**config.mk**
```make
export PLATFORM = sky130hd
export DESIGN_NAME = pc_next_unit
export DESIGN_NICKNAME = d
export VERILOG_FILES = /design/src/rtl/pc_next_unit.sv
export SDC_FILE = /design/constraint.sdc
export NUM_CORES = 1
export LEC_CHECK = 0
export ABC_CLOCK_PERIOD_IN_PS = 5100
export CORE_UTILIZATION = 55
export DETAILED_ROUTE_END_ITERATION = 10
export PLACE_DENSITY = 0.81
export RECOVER_POWER = 50
export SLEW_MARGIN = 40
export SYNTH_ARGS = -nofsm -noshare
export SYNTH_HDL_FRONTEND = slang
export SYNTH_SLANG_ARGS = --single-unit
```
**constraint.sdc**
```tcl
create_clock -name CLK -period 5.1 [get_ports CLK]
set_input_delay 1.53 -clock CLK [delete_from_list [all_inputs] [get_ports CLK]]
set_output_delay 1.53 -clock CLK [all_outputs]
set_load 0.005 [all_outputs]
```
**src/rtl/pc_next_unit.sv**
```systemverilog
// Next-PC selection: sequential, branch, jump, call/return with a small return-address stack.
// Combinational pcnext_out (PC register adds the cycle); no backpressure beyond stall_ctrl holding the PC.
module pc_next_unit #(
    parameter int          STACK_DEPTH = 4,
    parameter logic [15:0] START_ADDR  = 16'h0000,
    localparam int         AW          = $clog2(STACK_DEPTH),
    localparam int         DW          = AW + 1
) (
    input  logic          CLK,
    input  logic          reset_ctrl_n,
    input  logic [15:0]   pc_in,
    input  logic          start_ctrl,
    input  logic          stall_ctrl,
    input  logic          halt_ctrl,
    input  logic          branch_ctrl,
    input  logic          branch_taken_in,
    input  logic [7:0]    offset_in,
    input  logic          jump_ctrl,
    input  logic          call_ctrl,
    input  logic          ret_ctrl,
    input  logic [15:0]   target_in,
    output logic [15:0]   pcnext_out,
    output logic          halted_out,
    output logic          stack_err_out,
    output logic [DW-1:0] depth_out
);

    typedef enum logic [1:0] {
        S_IDLE = 2'd0,
        S_RUN  = 2'd1,
        S_HALT = 2'd2
    } state_e;

    state_e        state_q, state_d;
    logic [DW-1:0] depth_q, depth_d;
    logic          err_q, err_d;
    logic [15:0]   stack_q [STACK_DEPTH];

    logic          push, pop, err_set;
    logic [15:0]   pc_inc, pc_branch, stack_top;
    logic [DW-1:0] top_ptr;
    logic          stack_full, stack_empty;

    assign pc_inc      = pc_in + 16'd1;
    assign pc_branch   = pc_in + {{8{offset_in[7]}}, offset_in};
    assign top_ptr     = depth_q - DW'(1);
    assign stack_top   = stack_q[top_ptr[AW-1:0]];
    assign stack_full  = (depth_q == DW'(STACK_DEPTH));
    assign stack_empty = (depth_q == '0);

    always_comb begin
        state_d    = state_q;
        pcnext_out = pc_in;
        push       = 1'b0;
        pop        = 1'b0;
        err_set    = 1'b0;
        case (state_q)
            S_IDLE: begin
                pcnext_out = START_ADDR;
                if (start_ctrl) state_d = S_RUN;
            end
            S_RUN: begin
                if (halt_ctrl) begin
                    state_d = S_HALT;
                end else if (stall_ctrl) begin
                    pcnext_out = pc_in;
                end else if (call_ctrl && ret_ctrl) begin
                    err_set = 1'b1;
                    state_d = S_HALT;
                end else if (ret_ctrl) begin
                    if (!stack_empty) begin
                        pcnext_out = stack_top;
                        pop        = 1'b1;
                    end else begin
                        err_set = 1'b1;
                        state_d = S_HALT;
                    end
                end else if (call_ctrl) begin
                    // A full stack drops the push and stops rather than corrupting the oldest frame
                    if (!stack_full) begin
                        pcnext_out = target_in;
                        push       = 1'b1;
                    end else begin
                        err_set = 1'b1;
                        state_d = S_HALT;
                    end
                end else if (jump_ctrl) begin
                    pcnext_out = target_in;
                end else if (branch_ctrl && branch_taken_in) begin
                    pcnext_out = pc_branch;
                end else begin
                    pcnext_out = pc_inc;
                end
            end
            S_HALT: pcnext_out = pc_in;
            default: state_d = S_IDLE;
        endcase
    end

    always_comb begin
        depth_d = depth_q;
        if (push)     depth_d = depth_q + DW'(1);
        else if (pop) depth_d = depth_q - DW'(1);
        err_d = err_q | err_set;
    end

    always_ff @(posedge CLK or negedge reset_ctrl_n) begin
        if (!reset_ctrl_n) begin
            state_q <= S_IDLE;
            depth_q <= '0;
            err_q   <= 1'b0;
        end else begin
            state_q <= state_d;
            depth_q <= depth_d;
            err_q   <= err_d;
        end
    end

    // Entries beyond depth_q are dead, so the array itself needs no reset
    always_ff @(posedge CLK) begin
        if (push) stack_q[depth_q[AW-1:0]] <= pc_inc;
    end

    assign halted_out    = (state_q == S_HALT);
    assign stack_err_out = err_q;
    assign depth_out     = depth_q;

endmodule

```
==> Yosys cells after proc, flatten, opt, wreduce, memory -nomap -nowiden <==
Memory sizes are Yosys's and may differ from the RTL's.
Cells that the tools add are included.
{ "totals": {"regBits": 6, "ramBits": 64, "input_bits": 50, "output_inout_bits": 21, "n_memories": 1} }
{ "memory_table": {"columns": ["memory", "depth", "word_bits", "read_ports", "rd_clocked_by_memory_dff", "wr", "line_no", "source"], "rows": [
  ["stack_q", 4, 16, 1, 0, 1, "37", "logic [15:0] stack_q [STACK_DEPTH];"]
]} }
{ "classes": {"add_sub_neg": 4, "n_eq_ne": 8, "n_mux": 44, "n_bitwise": 2, "n_reduce_logical": 6} }
{ "ops": {"columns": ["cell", "n"], "rows": [
  ["$mux W16", 9],
  ["$pmux W16 S2", 1],
  ["$mux W1", 23],
  ["$add A16 B1 Y16 const B", 1],
  ["$add A16 B16 Y16", 1],
  ["$mux W2", 8],
  ["$ne A5 B5 Y1 const B", 3],
  ["$mux W3", 2],
  ["$pmux W2 S3", 1],
  ["$reduce_and A6 Y1", 1],
  ["$add A3 B1 Y3 const B", 1],
  ["$eq A3 B3 Y1 const B", 1],
  ["$logic_not A3 Y1", 1],
  ["$ne A3 B3 Y1 const B", 1],
  ["$sub A3 B1 Y3 const B", 1],
  ["$eq A2 B1 Y1 const B", 1],
  ["$eq A2 B2 Y1 const B", 1],
  ["$logic_and A1 B1 Y1", 2],
  ["$logic_not A2 Y1", 1],
  ["$ne A2 B2 Y1 const B", 1],
  ["$reduce_bool A2 Y1", 1],
  ["$not A1 Y1", 1],
  ["$or A1 B1 Y1", 1]
]} }

==> Logic depth before layout (Yosys ltp) <==
{ "depth": {"ltp_word": 10, "ltp_mapped": 12, "depth_no_buf": 9} }

==> Least setup slack after synthesis <==
Ideal clock, no wire load.
{ "synth_timing": {"path_kind": "in2out", "startpoint": "input port pc_in[0]", "endpoint": "output port pcnext_out[12]", "t_arrival_ns": 3.385, "required_time_ns": 3.570, "path_slack_ns": 0.185, "cell_stages": 9, "n_path_buf": 1, "path_cell_list": "ha_1 nand2_1 or4_4 buf_6 nor2_1 xor2_1 a221o_1 a222oi_1 o21ai_0"} }
{ "synth_between": {"elab_chain_len": 9} }
{ "synth_rtl": {"columns": ["element", "line_no", "source"], "rows": [
  ["from (decl)", "11", "input logic [15:0] pc_in,"],
  ["$add A16 B1 Y16", "44", "assign pc_inc = pc_in + 16'd1;"],
  ["via pc_inc[12]", "40", "logic [15:0] pc_inc, pc_branch, stack_top;"],
  ["$mux W16", "89", "end else if (branch_ctrl && branch_taken_in) begin"],
  ["$mux W16", "87", "end else if (jump_ctrl) begin"],
  ["$mux W16", "78", "end else if (call_ctrl) begin"],
  ["$mux W16", "70", "end else if (ret_ctrl) begin"],
  ["$mux W16", "67", "end else if (call_ctrl && ret_ctrl) begin"],
  ["$mux W16", "65", "end else if (stall_ctrl) begin"],
  ["$mux W16", "63", "if (halt_ctrl) begin"],
  ["$pmux W16 S2", "57", "case (state_q)"],
  ["to (decl)", "22", "output logic [15:0] pcnext_out,"]
]} }
The timed path passes the listed nets, and every way through them passes these cells.

==> Final worst setup path <==
{ "layout_timing": {"startpoint": "input port pc_in[1]", "endpoint": "output port pcnext_out[15]"} }
{ "layout_between": {"elab_chain_len": 9} }
{ "layout_rtl": {"columns": ["element", "line_no"], "rows": [
  ["$add A16 B1 Y16 / $add A16 B16 Y16 (equally long branches)", "44, 45"],
  ["$mux W16 (*)", "89"],
  ["$mux W16 (*)", "87"],
  ["$mux W16 (*)", "78"],
  ["$mux W16 (*)", "70"],
  ["$mux W16 (*)", "67"],
  ["$mux W16 (*)", "65"],
  ["$mux W16 (*)", "63"],
  ["$pmux W16 S2 (*)", "57"]
]} }
Mark *: on every way between the ends. The rest lies on a longest branch, timed or not.

==> flow_metrics.env <==
export IMPL_cp_max_fo=3
export IMPL_start_kind="input pin"
export IMPL_cts_root_buf="clkbuf_8"
export IMPL_rsz0062_at_grt="yes"
export IMPL_vias=5436
export IMPL_boundaryPins=71
export IMPL_cts_inserted_buffers=9
export IMPL_hold_viol=0
export IMPL_path_class="input pin to output port"
export IMPL_die_h_um=96.1
export IMPL_ys_flop_type="edfxtp_1"
export IMPL_hold_buffers=0
export IMPL_max_cap_viol_count=0
export IMPL_clock_power_share_pct=20.8
export IMPL_cellLeakagePower_uw=0.00294
export IMPL_row_count=33
export IMPL_setup_ws_ps=-185
export IMPL_design_area_sq_mm=0.00734
export IMPL_power_share_combinational_pct=48.2
export IMPL_dieArea_sq_mm=0.00924
export IMPL_antenna_left=0
export IMPL_syn_to_final_growth_pct=50.7
export IMPL_whs_ps=497
export IMPL_dr_pass1_iters=6
export IMPL_routed_wl_um=19600
export IMPL_status="finished, violations left"
export IMPL_cts_clk_slew_worst_paths_ps=90
export IMPL_insertion_delay_ps=360
export IMPL_overflow=0
export IMPL_viasPerCell=6.95
export IMPL_clock_sinks=70
export IMPL_synthesis_nets=535
export IMPL_cts_max_path_buffers=2
export IMPL_hpwl_um=11700
export IMPL_wl_per_cell_um=25.1
export IMPL_tightestPinTransition_ps=457
export IMPL_slowest_stage="or4b_1"
export IMPL_arrival_ps=3750
export IMPL_antenna_found_initial=0
export IMPL_core_area_sq_mm=0.00838
export IMPL_route_detailed_drc=0
export IMPL_drive_above_1_share_pct=41.7
export IMPL_place_congestion=0.925
export IMPL_seqPwrFrac_pct=31.0
export IMPL_drt_iter0_markers=705
export IMPL_post_place_ws_ps=-1030
export IMPL_setup_viol_count_final=11
export IMPL_crit_family="compound AO/OA/AOI/OAI gates"
export IMPL_ys_warn_count=0
export IMPL_start_util_pct=58.1
export IMPL_avgSynthCellArea_sq_um=10.5
export IMPL_regToRegSetupSlack_ps=2330
export IMPL_fp_dieW_um=96.1
export IMPL_htree_levels=3
export IMPL_grt_pass1_wl_um=28600
export IMPL_port_buffers=70
export IMPL_utilization_pct=87.6
export IMPL_cp_required_ps=3570
export IMPL_antenna_cells=0
export IMPL_critPathMaxStageDelay_ps=490
export IMPL_cts_tree="done"
export IMPL_fmax_mhz=189
export IMPL_grt_pass1_vias=5456
export IMPL_min_path_type="register to register"
export IMPL_synth_distinct_cells=70
export IMPL_dpl_cell_area_sq_mm=0.00655
export IMPL_async_reset_ff_share_pct=8.57
export IMPL_finalCritPeriodShare_pct=104
export IMPL_crit_chain="buf_8 -> ha_4 -> a21o_1 -> nand4_1 -> a211o_1 -> a311oi_2 -> nor3_2 -> or4b_1 -> nand4_1 -> buf_2"
export IMPL_nNetsFinal=744
export IMPL_cp_common_cell="nand4_1"
export IMPL_slew_headroom_pct=69.3
export IMPL_vdd_drop_max_v=0.000280
export IMPL_min_period_ps=5280
export IMPL_fillCellCount=388
export IMPL_p_per_area_mw_per_mm2=304
export IMPL_syn_cell_area_sq_mm=0.00487
export IMPL_power_net_switching_uw=819
export IMPL_seq_area_frac_synth_pct=42.5
export IMPL_synth_edf_count=64
export IMPL_swShare_pct=36.7
export IMPL_grt_util_all_layers_pct=42.9
export IMPL_skew_ps=16.9
export IMPL_grt_max_degree=21
export IMPL_synth_seq_cells=70
export IMPL_timing_final_max_slew_violations=0
export IMPL_power_internal_uw=1410
export IMPL_synthCells=463
export IMPL_worst_path_buf_inv=2
export IMPL_violations="setup timing"
export IMPL_end_kind="output port"
## synthesized netlist by cell type (3+ instances only)
| cell | n | area (sq um) |
|---|---|---|
| and2_1 | 9 | 56.3 |
| dfrtp_1 | 6 | 150 |
| mux4_2 | 16 | 360 |
| buf_2 | 4 | 20.0 |
| nor4_1 | 3 | 18.8 |
| nor2b_1 | 4 | 25.0 |
| o221ai_1 | 5 | 43.8 |
| xnor2_1 | 14 | 123 |
| a22o_1 | 4 | 35.0 |
| or2_2 | 3 | 18.8 |
| a211o_1 | 3 | 26.3 |
| o22ai_1 | 4 | 25.0 |
| o21bai_1 | 3 | 22.5 |
| o21a_1 | 3 | 22.5 |
| ha_1 | 21 | 263 |
| inv_1 | 14 | 52.6 |
| o2bb2ai_1 | 3 | 26.3 |
| nor3_1 | 7 | 35.0 |
| a311oi_1 | 4 | 35.0 |
| o31a_1 | 3 | 26.3 |
| a211oi_1 | 8 | 60.1 |
| mux2i_1 | 8 | 80.1 |
| o211ai_1 | 5 | 37.5 |
| a31oi_1 | 10 | 62.6 |
| nand4_1 | 6 | 37.5 |
| nand2_1 | 55 | 206 |
| edfxtp_1 | 64 | 1920 |
| o21ai_0 | 16 | 80.1 |
| a21oi_1 | 25 | 125 |
| nor2_1 | 33 | 124 |
| nand3_1 | 9 | 45.0 |
| nand2b_1 | 6 | 37.5 |
| a21o_1 | 9 | 67.6 |
| xor2_1 | 9 | 78.8 |
| clkbuf_1 | 20 | 75.1 |
## per-stage QoR
stage	power, uW	std cells	TNS, ps
floorplan	1220	463	0
CTS	2150	772	-146
global route	2300	782	-1700
global placement	1640	740	-10530
finish	2230	782	-1060
detailed placement	1660	740	-11480
## worst paths after layout
check,startpoint,to,cells past startpoint
max reg2reg,depth_out[1],depth_out[2],12
min in group asynchronous,reset_ctrl_n,depth_out[1],1
min reg2reg,stack_err_out,stack_err_out,1
min,stack_err_out,stack_err_out,1
max,pc_in[1],pcnext_out[15],10
max in group asynchronous,reset_ctrl_n,depth_out[2],1
## layout by cell type, fill, tap and decap left out, types with 9 or more instances in the layout
cell type	instances
inv_1	14
a21oi_1	20
buf_2	16
a21o_1	9
dlygate4sd2_1	11
xnor2_1	12
buf_4	138
a31oi_1	10
ha_4	12
clkbuf_8	9
ha_1	9
mux4_2	16
edfxtp_1	64
nand2_1	53
clkdlybuf4s50_1	26
buf_6	17
nor2_1	29
## cell families (layout without fill, tap and decap cells)
kind of cell,after synthesis,count (layout),share of synthesized area [%]
flops,70,70,42.5
xor+xnor,23,23,4.13
buf+inv,42,256,3.80
compound gates,131,131,19.3
simple gates,151,151,15.4
mux,24,24,9.04
fa+ha+maj,22,22,5.80
## flip-flops by register name (all words and copies together), names as in the netlist
| register | cells |
|---|---|
| state_q | 2 |
| stack_err_out | 1 |
| stack_q | 64 |
| depth_out | 3 |
## timing repair
item,CTS,global route
setup buffers,15,11
pin swaps,59,30
setup endpoints to repair,16,14
gates cloned,1,0
gates resized for setup,198,32
## metal layers
| layer | up-vias | wire length, um | global-route usage [%] |
|---|---|---|---|
| met5 | - | 0 | 0 |
| met4 | 0 | 1430 | 25.6 |
| met3 | 166 | 2240 | 13.0 |
| met2 | 496 | 9420 | 71.5 |
| met1 | 2561 | 6500 | 48.2 |
| li1 | 2213 | - | - |
## layout make-up
class                      instances  area, sq um  area share [%]
sequential                        70         2070            28.2
clock inverter                     6         71.3           0.972
timing repair buffer             226         1860            25.3
tap                              105          131            1.79
multi-input combinational        351         3030            41.3
clock buffer                      10          128            1.74
inverter                          14         52.6           0.716
## power groups by stage
stage	registers (uW)	logic [uW]	clock network, uW
4_1_cts	687	1010	458
5_1_grt	692	1120	484
2_1_floorplan	682	534	0
3_5_place_dp	700	960	0
6_report	692	1080	464
3_3_place_gp	695	942	0
Power figures use the tool's default switching activity.
